[src/rtl/sdc_sched_pkg.sv]
// Shared constants for the SD-card write scheduler and the writer it feeds.
package sdc_sched_pkg;

    localparam logic [2:0] IDLE  = 3'd0;
    localparam logic [2:0] ARB   = 3'd1;
    localparam logic [2:0] START = 3'd2;
    localparam logic [2:0] RUN   = 3'd3;
    localparam logic [2:0] DONE  = 3'd4;
    localparam logic [2:0] ABORT = 3'd5;

    localparam int unsigned BLOCK_BYTES_DEF = 512;

    // Start-of-block token the writer emits ahead of each data block.
    localparam logic [7:0] SOB_TOKEN = 8'hFE;

endpackage

[src/rtl/sdc_rr_arb2.sv]
// Two-input round-robin arbiter: combinational winner, registered favour pointer.
module sdc_rr_arb2 (
    input  logic       clk,
    input  logic       rst_n,
    input  logic [1:0] req,
    input  logic       update,
    output logic [1:0] winner_c
);

    logic ptr;

    always_comb begin
        winner_c = req;
        if (req == 2'b11) begin
            winner_c = ptr ? 2'b10 : 2'b01;
        end
    end

    // Pointer moves to the requester that did not win.
    always_ff @(posedge clk or negedge rst_n) begin
        if (!rst_n) begin
            ptr <= 1'b0;
        end else if (update && (req != 2'b00)) begin
            ptr <= winner_c[0];
        end
    end

endmodule

[src/rtl/sdc_write_sched.sv]
// Shares one SD-card write datapath between two RAM-buffer requesters.
module sdc_write_sched
    import sdc_sched_pkg::*;
#(
    parameter int unsigned BLOCK_BYTES = BLOCK_BYTES_DEF,
    parameter int unsigned SIZE_W      = 8,
    parameter int unsigned CNT_W       = 17,
    parameter int unsigned TIMEOUT     = 65535
) (
    input  logic              clk,
    input  logic              reset,
    input  logic              req0,
    input  logic [SIZE_W-1:0] blocks0,
    input  logic [7:0]        data0,
    input  logic              empty0,
    input  logic              req1,
    input  logic [SIZE_W-1:0] blocks1,
    input  logic [7:0]        data1,
    input  logic              empty1,
    output logic              grant0,
    output logic              grant1,
    output logic              rd0,
    output logic              rd1,
    output logic              done0,
    output logic              done1,
    output logic              err0,
    output logic              err1,
    output logic              wr_start,
    output logic [SIZE_W-1:0] wr_size,
    output logic [7:0]        wr_data,
    output logic              wr_empty,
    input  logic              wr_bytes,
    output logic              busy
);

    localparam int unsigned WD_W     = $clog2(TIMEOUT + 1);
    localparam int unsigned BB_SHIFT = $clog2(BLOCK_BYTES);
    localparam bit          BB_POW2  = (BLOCK_BYTES == (32'd1 << BB_SHIFT));

    logic [2:0]        state, stateNext;
    logic [1:0]        grantQ, grantNext;
    logic [1:0]        doneNext, errNext;
    logic              wrStartNext;
    logic [SIZE_W-1:0] sizeNext, winBlocks;
    logic [CNT_W-1:0]  cnt, cntNext, jobBytes;
    logic [WD_W-1:0]   wd, wdNext;
    logic [1:0]        winner;
    logic              arbUpdate;

    sdc_rr_arb2 u_arb (
        .clk      (clk),
        .rst_n    (reset),
        .req      ({req1, req0}),
        .update   (arbUpdate),
        .winner_c (winner)
    );

    assign winBlocks = winner[1] ? blocks1 : blocks0;
    assign jobBytes  = BB_POW2 ? (CNT_W'(winBlocks) << BB_SHIFT)
                               : (CNT_W'(winBlocks) * CNT_W'(BLOCK_BYTES));

    // Next-state and next-output logic.
    always_comb begin
        stateNext   = state;
        grantNext   = grantQ;
        doneNext    = 2'b00;
        errNext     = 2'b00;
        wrStartNext = 1'b0;
        sizeNext    = wr_size;
        cntNext     = cnt;
        wdNext      = wd;
        arbUpdate   = 1'b0;
        case (state)
            IDLE: begin
                if (req0 || req1) begin
                    stateNext = ARB;
                end
            end
            ARB: begin
                arbUpdate = 1'b1;
                if (winner == 2'b00) begin
                    stateNext = IDLE;
                end else begin
                    grantNext = winner;
                    sizeNext  = winBlocks;
                    cntNext   = jobBytes;
                    if (winBlocks == '0) begin
                        stateNext = DONE;
                        doneNext  = winner;
                    end else begin
                        stateNext   = START;
                        wrStartNext = 1'b1;
                    end
                end
            end
            START: begin
                wdNext    = '0;
                stateNext = RUN;
            end
            RUN: begin
                // A strobe always clears the watchdog, so it beats a same-cycle timeout.
                if (wr_bytes) begin
                    cntNext = cnt - CNT_W'(1);
                    wdNext  = '0;
                    if (cnt == CNT_W'(1)) begin
                        stateNext = DONE;
                        doneNext  = grantQ;
                    end
                end else begin
                    wdNext = wd + WD_W'(1);
                    if (wd == WD_W'(TIMEOUT - 1)) begin
                        stateNext = ABORT;
                        errNext   = grantQ;
                    end
                end
            end
            DONE, ABORT: begin
                stateNext = IDLE;
                grantNext = 2'b00;
            end
            default: begin
                stateNext = IDLE;
                grantNext = 2'b00;
            end
        endcase
    end

    always_ff @(posedge clk or negedge reset) begin
        if (!reset) begin
            state    <= IDLE;
            grantQ   <= 2'b00;
            done0    <= 1'b0;
            done1    <= 1'b0;
            err0     <= 1'b0;
            err1     <= 1'b0;
            wr_start <= 1'b0;
            wr_size  <= '0;
            busy     <= 1'b0;
            cnt      <= '0;
            wd       <= '0;
        end else begin
            state    <= stateNext;
            grantQ   <= grantNext;
            done0    <= doneNext[0];
            done1    <= doneNext[1];
            err0     <= errNext[0];
            err1     <= errNext[1];
            wr_start <= wrStartNext;
            wr_size  <= sizeNext;
            busy     <= (stateNext != IDLE);
            cnt      <= cntNext;
            wd       <= wdNext;
        end
    end

    assign grant0 = grantQ[0];
    assign grant1 = grantQ[1];

    // Byte strobes reach the owner only while a job is actually running.
    assign rd0 = wr_bytes && grantQ[0] && (state == RUN);
    assign rd1 = wr_bytes && grantQ[1] && (state == RUN);

    assign wr_data  = grantQ[0] ? data0  : (grantQ[1] ? data1  : 8'h00);
    assign wr_empty = grantQ[0] ? empty0 : (grantQ[1] ? empty1 : 1'b1);

endmodule
[config.mk]
export PLATFORM = sky130hd
export DESIGN_NAME = sdc_write_sched
export DESIGN_NICKNAME = d
export VERILOG_FILES = /design/src/rtl/sdc_sched_pkg.sv /design/src/rtl/sdc_rr_arb2.sv /design/src/rtl/sdc_write_sched.sv
export SDC_FILE = /design/constraint.sdc
export NUM_CORES = 1
export LEC_CHECK = 0
export ABC_AREA = 0
export BUFFER_PORTS_ARGS = -buffer_cell sky130_fd_sc_hd__buf_2
export CORE_MARGIN = 2
export CORE_UTILIZATION = 55
export CTS_CLUSTER_DIAMETER = 50
export DETAILED_ROUTE_END_ITERATION = 12
export PLACE_DENSITY_LB_ADDON = 0.15
export SYNTH_ARGS = -nofsm -noshare
export SYNTH_HDL_FRONTEND = slang
export SYNTH_SLANG_ARGS = --single-unit
[constraint.sdc]
create_clock -name clk -period 2.96 [get_ports clk]
set_clock_uncertainty 0.15 [all_clocks]
set_input_delay 0.592 -clock clk [delete_from_list [all_inputs] [get_ports clk]]
set_output_delay 0.592 -clock clk [all_outputs]
set_load 0.01 [all_outputs]
-- Word-level counts from Yosys, hierarchy flattened
Cells that the tools add are included.
- input bits: 39
- register bits after elaboration: 53
- reductions and logical operators: 17
- multiplexer cells: 33
- add/sub/neg operators: 2
- eq/ne operators: 8
- bitwise operators: 2
- operators with widths (cell ; count):
    2-to-1 mux 17 bit ; 2
    case mux 17 bit (2 select lines) ; 1
    case mux 16 bit (2 select lines) ; 1
    2-to-1 mux 8 bit ; 3
    2-to-1 mux 2 bit ; 10
    2-to-1 mux 3 bit ; 6
    == test 17 x 1 -> 1 bit (second input constant) ; 1
    subtractor 17 x 1 -> 17 bit (second input constant) ; 1
    adder 16 x 1 -> 16 bit (second input constant) ; 1
    == test 16 bit (second input constant) ; 1
    2-to-1 mux 16 bit ; 1
    case mux 3 bit (4 select lines) ; 1
    zero test 8 bit ; 1
    case mux 2 bit (2 select lines) ; 2
    == test 3 x 2 -> 1 bit (second input constant) ; 2
    2-to-1 mux 1 bit ; 6
    nonzero test 2 bit ; 3
    logical AND 1 bit ; 5
    != test 2 bit (second input constant) ; 2
    AND reduction 2 bit ; 2
    == test 3 x 1 -> 1 bit (second input constant) ; 1
    zero test 3 bit ; 1
    AND reduction 3 bit ; 1
    nonzero test 3 bit ; 1
    5 further kinds ; 6

-- Logic depth before layout (Yosys ltp)
Gate-level depths: netlist (run 1).
- depth in word-level cells: 8
- gate-level depth with buffers: 8

-- By module
From an unflattened synthesis (run 1), not the netlist that was laid out.
- cells, all modules: 316
- area, all modules: 2974.1 um2
- modules (own cells, without submodules) (module ; sequential area each (um2) ; cells each ; times used ; area an instance (um2)):
    sdc_write_sched ; 1301.2 ; 310 ; 1 ; 2919.0
    sdc_rr_arb2 ; 25.0 ; 6 ; 1 ; 55.1

-- Worst setup path before layout (run 1)
Ideal clock, no wire load.
- path kind: input to register
- start point: in req1
- end point: reg cnt[15]
- setup slack: 0.828 ns
- arrival time: 1.844 ns
- stages: 6
- path buffers: 1
- required time: 2.671 ns
- setup time: 0.139 ns
- cells stage by stage: nor3_2 > a211o_1 > buf_2 > nor3_1 > and3_2 > or4b_1
- cells in the longest elaborated chain, start to end: 5
- elaborated cells on any way between the ends: 8
- those cells by class: eq/ne: 2; mux: 4; reduce/logical: 2
- RTL lines (element ; RTL line ; RTL):
    start, declared ; sdc_write_sched.sv:16 ; input logic req1,
    == test 2 bit ; sdc_rr_arb2.sv:14 ; if (req == 2'b11) begin
    2-to-1 mux 2 bit * ; sdc_rr_arb2.sv:14 ;
    2-to-1 mux 8 bit / zero test 2 bit (equally long branches) ; sdc_write_sched.sv:58, sdc_write_sched.sv:81 ;
    2-to-1 mux 17 bit / != test 2 bit (equally long branches) ; -- ;
    case mux 17 bit (2 select lines) / AND reduction 3 bit (equally long branches) ; -- ;
    end signal, assigned ; sdc_write_sched.sv:151 ; cnt <= cntNext;
    end, declared ; sdc_write_sched.sv:45 ; logic [CNT_W-1:0] cnt, cntNext, jobBytes;
Mark *: on every way between the ends. The rest lies on a longest branch, timed or not. The select of a mux whose other input is x is not followed.
A chain may end at the register's enable or synchronous reset.

-- Worst setup path in the final report (run 1)
- start point: reg grantQ[0]
- end point: out wr_data[1]
- cells in the longest elaborated chain, start to end: 1
- RTL lines (element ; RTL line ; RTL):
    start, declared ; sdc_write_sched.sv:41 ; logic [1:0] grantQ, grantNext;
    start signal, assigned ; sdc_write_sched.sv:143 ; grantQ <= grantNext;
    2-to-1 mux 8 bit ; sdc_write_sched.sv:163 ; assign wr_data = grantQ[0] ? data0 : (grantQ[1] ? data1 : 8'h00);
    end, declared ; sdc_write_sched.sv:30 ; output logic [7:0] wr_data,
No other way between the ends.

==> out/metrics.csv, run 1 <==
metric,value,unit
cts_tree,yes,
dr.pass1.iters,4,
critical_path_class,register to primary output,
vias,2751,
period_needed,2.45,ns
internal_power,1.47,mW
end_kind,primary output,
syn-num-nets,376,
tightest_slew,0.872,ns
core_region_area,5170,um^2
fp-row-count,26,
gp_congestion,0.906,
area_growth,15.7,%
ys_ff_latch,53,
syn_area,2970,um^2
final_layout_size_suffix_gt1_frac,0.220,
syn_inst,333,
grt_pass1_vias,2511,
drt_iter0_drc,199,
fin_setup_tns,0,ns
total_leakage_power,1.63,nW
powerDensity,712,nW/um^2
ios,66,
layout.cells.non_filler,465,
worstHoldPathType,input port to asynchronous set/reset pin,
ys_warn_count,0,
startpoint_type,register,
layout_common_cells,"65 x buf_2, 53 x dfrtp_1, 43 x nand2_1",
antenna_found_initial,0,
hold_violations,0,
avgViaCountPerCell,5.92,
final_nets,439,
path_max_fanout,14,
seq_power_share,0.467,
fmax,0.409,GHz
diodes,0,
synth_cell_types,50,
setup_viol,0,
grt-ovfl-total,0,
grt_max_degree,23,
clkSinkCount,53,
critical_path.max_stage_delay,0.55,ns
insertion_delay,0.30,ns
outcome,finished clean,
clk_path_buf_depth,2,
ir_drop,406,uV
place_inst,459,
synth_seq_area_share,0.447,
ant_nets,0,
slew_violations,0,
grt_first_pass_wirelength,11900,um
final_common_cell,buf_2,
grtUsageTotal,0.248,
wire_per_inst,15.4,um
required,2.22,ns
dieArea,6000,um^2
holdBufCountCts,0,
crit_slowest_cell,dfrtp_1,
totalWireLength,7160,um
rsz0062_at_grt,false,
numCtsBuffers,5,
p_sw_frac,0.397,
cts-htree-levels,2,
avgSynthCellArea,8.91,um^2
die-height,77.4,um
dp_hpwl,5370,um
p_comb_frac,0.376,
path_clk_slew,0.10,ns
relSlewSlack,0.416,
fin_crit_sh,0.827,
ys_async_sr_fraction,1.00,
synth_edf_count,0,
worstPathCellList,nor2b_1 > a22o_1 > buf_2,
clockPowerShare,0.157,
cts_resized,0,
cts_root_buffer,clkbuf_8,
p_switching,0.969,mW
cap_viol_max_count,0,
synth_flop_cell,dfrtp_1,
worstPathArrival,1.71,ns
io_buffer_count,65,
holdWs,0.114,ns
die_w,77.4,um
cts_setup_buffers,0,
start_util,0.574,
drc_errors,0,
power groups by stage:
stage	Sequential, mW	Combinational [mW]	Clock [mW]
3_3_place_gp	1.15	0.897	0
2_1_floorplan	1.11	0.631	0
4_1_cts	1.14	0.925	0.390
3_5_place_dp	1.15	0.923	0
6_report	1.14	0.919	0.383
5_1_grt	1.18	1.03	0.420
worst max-delay path, delay by kind of cell, from the launching register on:
family / cells / cell delay (ns)
AOI/OAI and AO/OA: 1 / 0.21
DFF: 1 / 0.55
buffers and inverters: 1 / 0.12
and+or+nand+nor: 1 / 0.52
synth_stat cells (all sizes together), types with 4 or more instances:
cell | n | share of area
a21o | 4 | 0.010
a21oi | 12 | 0.020
a22o | 10 | 0.030
and2 | 5 | 0.011
and3 | 6 | 0.013
buf | 5 | 0.0084
clkbuf | 9 | 0.011
dfrtp | 53 | 0.45
ha | 4 | 0.017
inv | 11 | 0.014
mux2i | 11 | 0.037
nand2 | 45 | 0.059
nand3 | 13 | 0.022
nand4 | 10 | 0.021
nor2 | 34 | 0.044
nor2b | 4 | 0.0084
nor3 | 13 | 0.024
nor4 | 10 | 0.031
o21ai | 33 | 0.056
xnor2 | 4 | 0.012
metal layers:
layer  vias to the layer above  wire, um  track usage
met5                         -         0            0
met4                         0        56       0.0786
met3                         6       499       0.0535
met2                        99      3240        0.379
met1                      1313      3360        0.356
li1                       1333         -            -
kinds of logic after synthesis:
group                    share of synthesized area
XOR/XNOR                                    0.0207
flip-flops                                   0.447
AO/OA/AOI/OAI                                0.186
buffers and inverters                       0.0337
AND/OR/NAND/NOR                              0.255
adder cells (fa/ha/maj)                     0.0169
multiplexers                                0.0409
state kept, by name (all words and copies together) (netlist names):
name	flops
u_arb.ptr	1
busy	1
wd	16
state	3
done1	1
wr_size	8
err0	1
grantQ	2
wr_start	1
err1	1
done0	1
cnt	17
through the flow:
stage | utilization | total power [mW] | worst slack [ns] | cell area, um^2
2_1_floorplan | - | 1.75 | 0.828 | 2970
3_3_place_gp | 0.649 | 2.04 | 0.547 | 3360
3_5_place_dp | 0.649 | 2.07 | 0.443 | 3360
4_1_cts | 0.664 | 2.45 | 0.494 | 3430
5_1_grt | 0.664 | 2.62 | 0.351 | 3430
6_report | 0.664 | 2.44 | 0.513 | 3430
path summary, 6_finish.rpt:
check	from	cells past startpoint	slack, ns	end
min in group clk	wd[9]	1	0.33	wd[9]
max reg2reg	state[1]	5	0.62	cnt[15]
max in group asynchronous	reset	2	1.90	wd[5]
max	grantQ[0]	3	0.51	wr_data[1]
min reg2reg	wd[9]	1	0.33	wd[9]
min	reset	1	0.11	wr_size[0]
cell type report:
class | instances | area [um^2]
Fill cell | 443 | 1740
Inverter | 11 | 41.3
Clock inverter | 1 | 5.00
Timing Repair Buffer | 70 | 363
Clock buffer | 5 | 68.8
Tap cell | 70 | 87.6
Sequential cell | 53 | 1330
Multi-Input combinational cell | 255 | 1540
No activity file was read; power rests on OpenSTA's default activity.
==> inputs of run 2 (changes only) <==
Settings changed: ABC_AREA 0 to 1, CORE_UTILIZATION 55 to 54.
Clock period 2.96 ns to 2.56 ns, I/O delays scaled along.
==> out/metrics.csv, run 2 <==
metric,value,unit
synth_flop_cell,dfrtp_1,
p_switching,0.797,mW
gp_congestion,0.973,
n_fill_cell,488,
ant_nets,0,
min_path_cells,2,
setup_viol,0,
r2r-end,cnt[14],
area_growth,17.4,%
start_util,0.552,
synth_common_cells,"106 x nand2_1, 53 x dfrtp_1, 48 x nor2_1",
path_max_fanout,7,
rsz0062_at_grt,false,
cts-htree-levels,2,
drt_iter0_drc,127,
ios,66,
critical_path_class,register to primary output,
synth_cell_types,33,
vias,2859,
reg2reg_depth,10,
synth.top_cell.area_share,0.441,
ys_warn_count,0,
reg_top3,"cnt: 17 flops, wd: 16 flops, wr_size: 8 flops",
relSlewSlack,0.677,
synth_area_leaders,"dfrtp_1 44%, nand2_1 13%, o21ai_0 6.0%",
clockPowerShare,0.210,
startpoint_type,register,
totalWireLength,7210,um
wire_per_inst,13.2,um
hold_violations,0,
avgSynthCellArea,7.47,um^2
grtUsageTotal,0.250,
worstReg2RegStart,cnt[0],
grt-ovfl-total,0,
critical_path.max_stage_delay,0.39,ns
avgViaCountPerCell,5.23,
fin_setup_tns,0,ns
dieArea,6180,um^2
final_layout_size_suffix_gt1_frac,0.194,
total_leakage_power,1.80,nW
synth_seq_area_share,0.441,
worstPathCellList,inv_1 > nand2_1 > clkinv_1 > nand2_1 > nor3_1 > buf_2,
largest-register,cnt,
cap_viol_max_count,0,
syn-num-nets,445,
drc_errors,0,
ys_async_sr_fraction,1.00,
layout.cells.non_filler,547,
ys_ff_latch,53,
min_to,wr_size[3],
fp-row-count,27,
crit_top_cell,nand2_1,
fin_crit_sh,0.898,
dr.pass1.iters,4,
final_nets,517,
required,1.90,ns
insertion_delay,0.31,ns
layout_common_cells,"106 x nand2_1, 65 x buf_2, 53 x dfrtp_1",
grt_max_degree,25,
synth_top_area_cell,dfrtp_1,
holdWs,0.348,ns
ir_drop,419,uV
diodes,0,
grt_pass1_vias,2685,
cts_resized,0,
seq_power_share,0.509,
place_area,3430,um^2
worstPathArrival,1.64,ns
end_kind,primary output,
antenna_found_initial,0,
synth_edf_count,0,
crit_slowest_cell,dfrtp_1,
final_common_cell,nand2_1,
tightest_slew,0.483,ns
syn_area,3000,um^2
hp-start,wr_size[3],
worstHoldPathType,register to register,
slew_violations,0,
clkSinkCount,53,
fmax,0.435,GHz
clk_path_buf_depth,2,
r2r_setup_slack,0.46,ns
dp_hpwl,5610,um
syn_inst,402,
die-height,78.6,um
path_clk_slew,0.09,ns
cts_tree,yes,
p_sw_frac,0.363,
grt_first_pass_wirelength,12300,um
place_inst,538,
total_power,2.20,mW
numCtsBuffers,5,
synth_most_common_cell,nand2_1,
powerDensity,624,nW/um^2
core_region_area,5440,um^2
fin_area,3530,um^2
io_buffer_count,65,
cts_root_buffer,clkbuf_8,
largest_reg_flops,17,
internal_power,1.40,mW
outcome,finished clean,
period_needed,2.30,ns
p_comb_frac,0.281,
die_w,78.6,um
[run 2: cell types whose count changed in the layout (fill, tap and decap cells not counted), moves of 5 or more]
| cell | change |
|---|---|
| nand2_1 | +63 |
| inv_1 | +33 |
| nor2_1 | +15 |
| mux2i_1 | -11 |
| nand3_1 | +7 |
| nand3b_1 | +7 |
| nor4_1 | -7 |
| nor3_1 | -5 |
[run 2: kinds of logic (layout without fill, tap and decap cells)]
logic type                 after synthesis  in the layout  synth area share
and+or+nand+nor                        209            209             0.307
DFF                                     53             53             0.441
AOI/OAI and AO/OA                       77             77             0.151
buffers and inverters                   54            127            0.0691
xor gates and xnor gates                 5              5            0.0146
adders and majority gates                4              4            0.0167
[run 2: cell type report]
type | instances | area [um^2] | area share
clock buffer | 6 | 72.6 | 0.0206
clock inverter | 2 | 10.0 | 0.00284
inverter | 47 | 176 | 0.0500
multi-input combinational | 295 | 1470 | 0.417
sequential | 53 | 1330 | 0.376
tap | 72 | 90.1 | 0.0256
timing repair buffer | 72 | 380 | 0.108
[run 2: worst max-delay path: cells and delay by family (launching register included)]
kind	cells	cell delay [ns]
and+or+nand+nor	3	0.59
DFF	1	0.39
buffers and inverters	3	0.35
[run 2: stage by stage]
step                      setup slack (ns)  utilization
after floorplan                      0.702            -
after global placement               0.521        0.631
after detailed placement             0.521        0.631
after CTS                            0.276        0.648
after global routing                 0.137        0.648
final                                0.260        0.648
[run 2: timing repair]
item / 4_1_cts / 5_1_grt
endpoints found under the hold margin: 10 / 0
setup buffers: 0 / 0
endpoints found under the setup margin: 0 / 0
hold buffers: 1 / 0
[run 2: per-layer routing]
| layer | track usage | share of wire | up-vias |
|---|---|---|---|
| met5 | 0 | 0 | - |
| met4 | 0.105 | 0.026 | 0 |
| met3 | 0.0414 | 0.037 | 14 |
| met2 | 0.409 | 0.48 | 55 |
| met1 | 0.330 | 0.46 | 1329 |
| li1 | - | - | 1461 |
[run 2: power by group through the flow]
stage / Combinational (mW) / Clock, mW / Sequential [mW]
3_3_place_gp: 0.603 / 0 / 1.13
4_1_cts: 0.618 / 0.474 / 1.12
6_report: 0.618 / 0.461 / 1.12
2_1_floorplan: 0.438 / 0 / 1.10
5_1_grt: 0.723 / 0.511 / 1.14
3_5_place_dp: 0.615 / 0 / 1.13
[run 2: how the worst max path moves through the flow]
stage	to	start
after floorplan	rd1	state[2]
after global placement	cnt[14]	cnt[0]
after detailed placement	cnt[14]	cnt[0]
after CTS	rd1	state[2]
after global routing	rd1	state[2]
final	rd1	state[2]
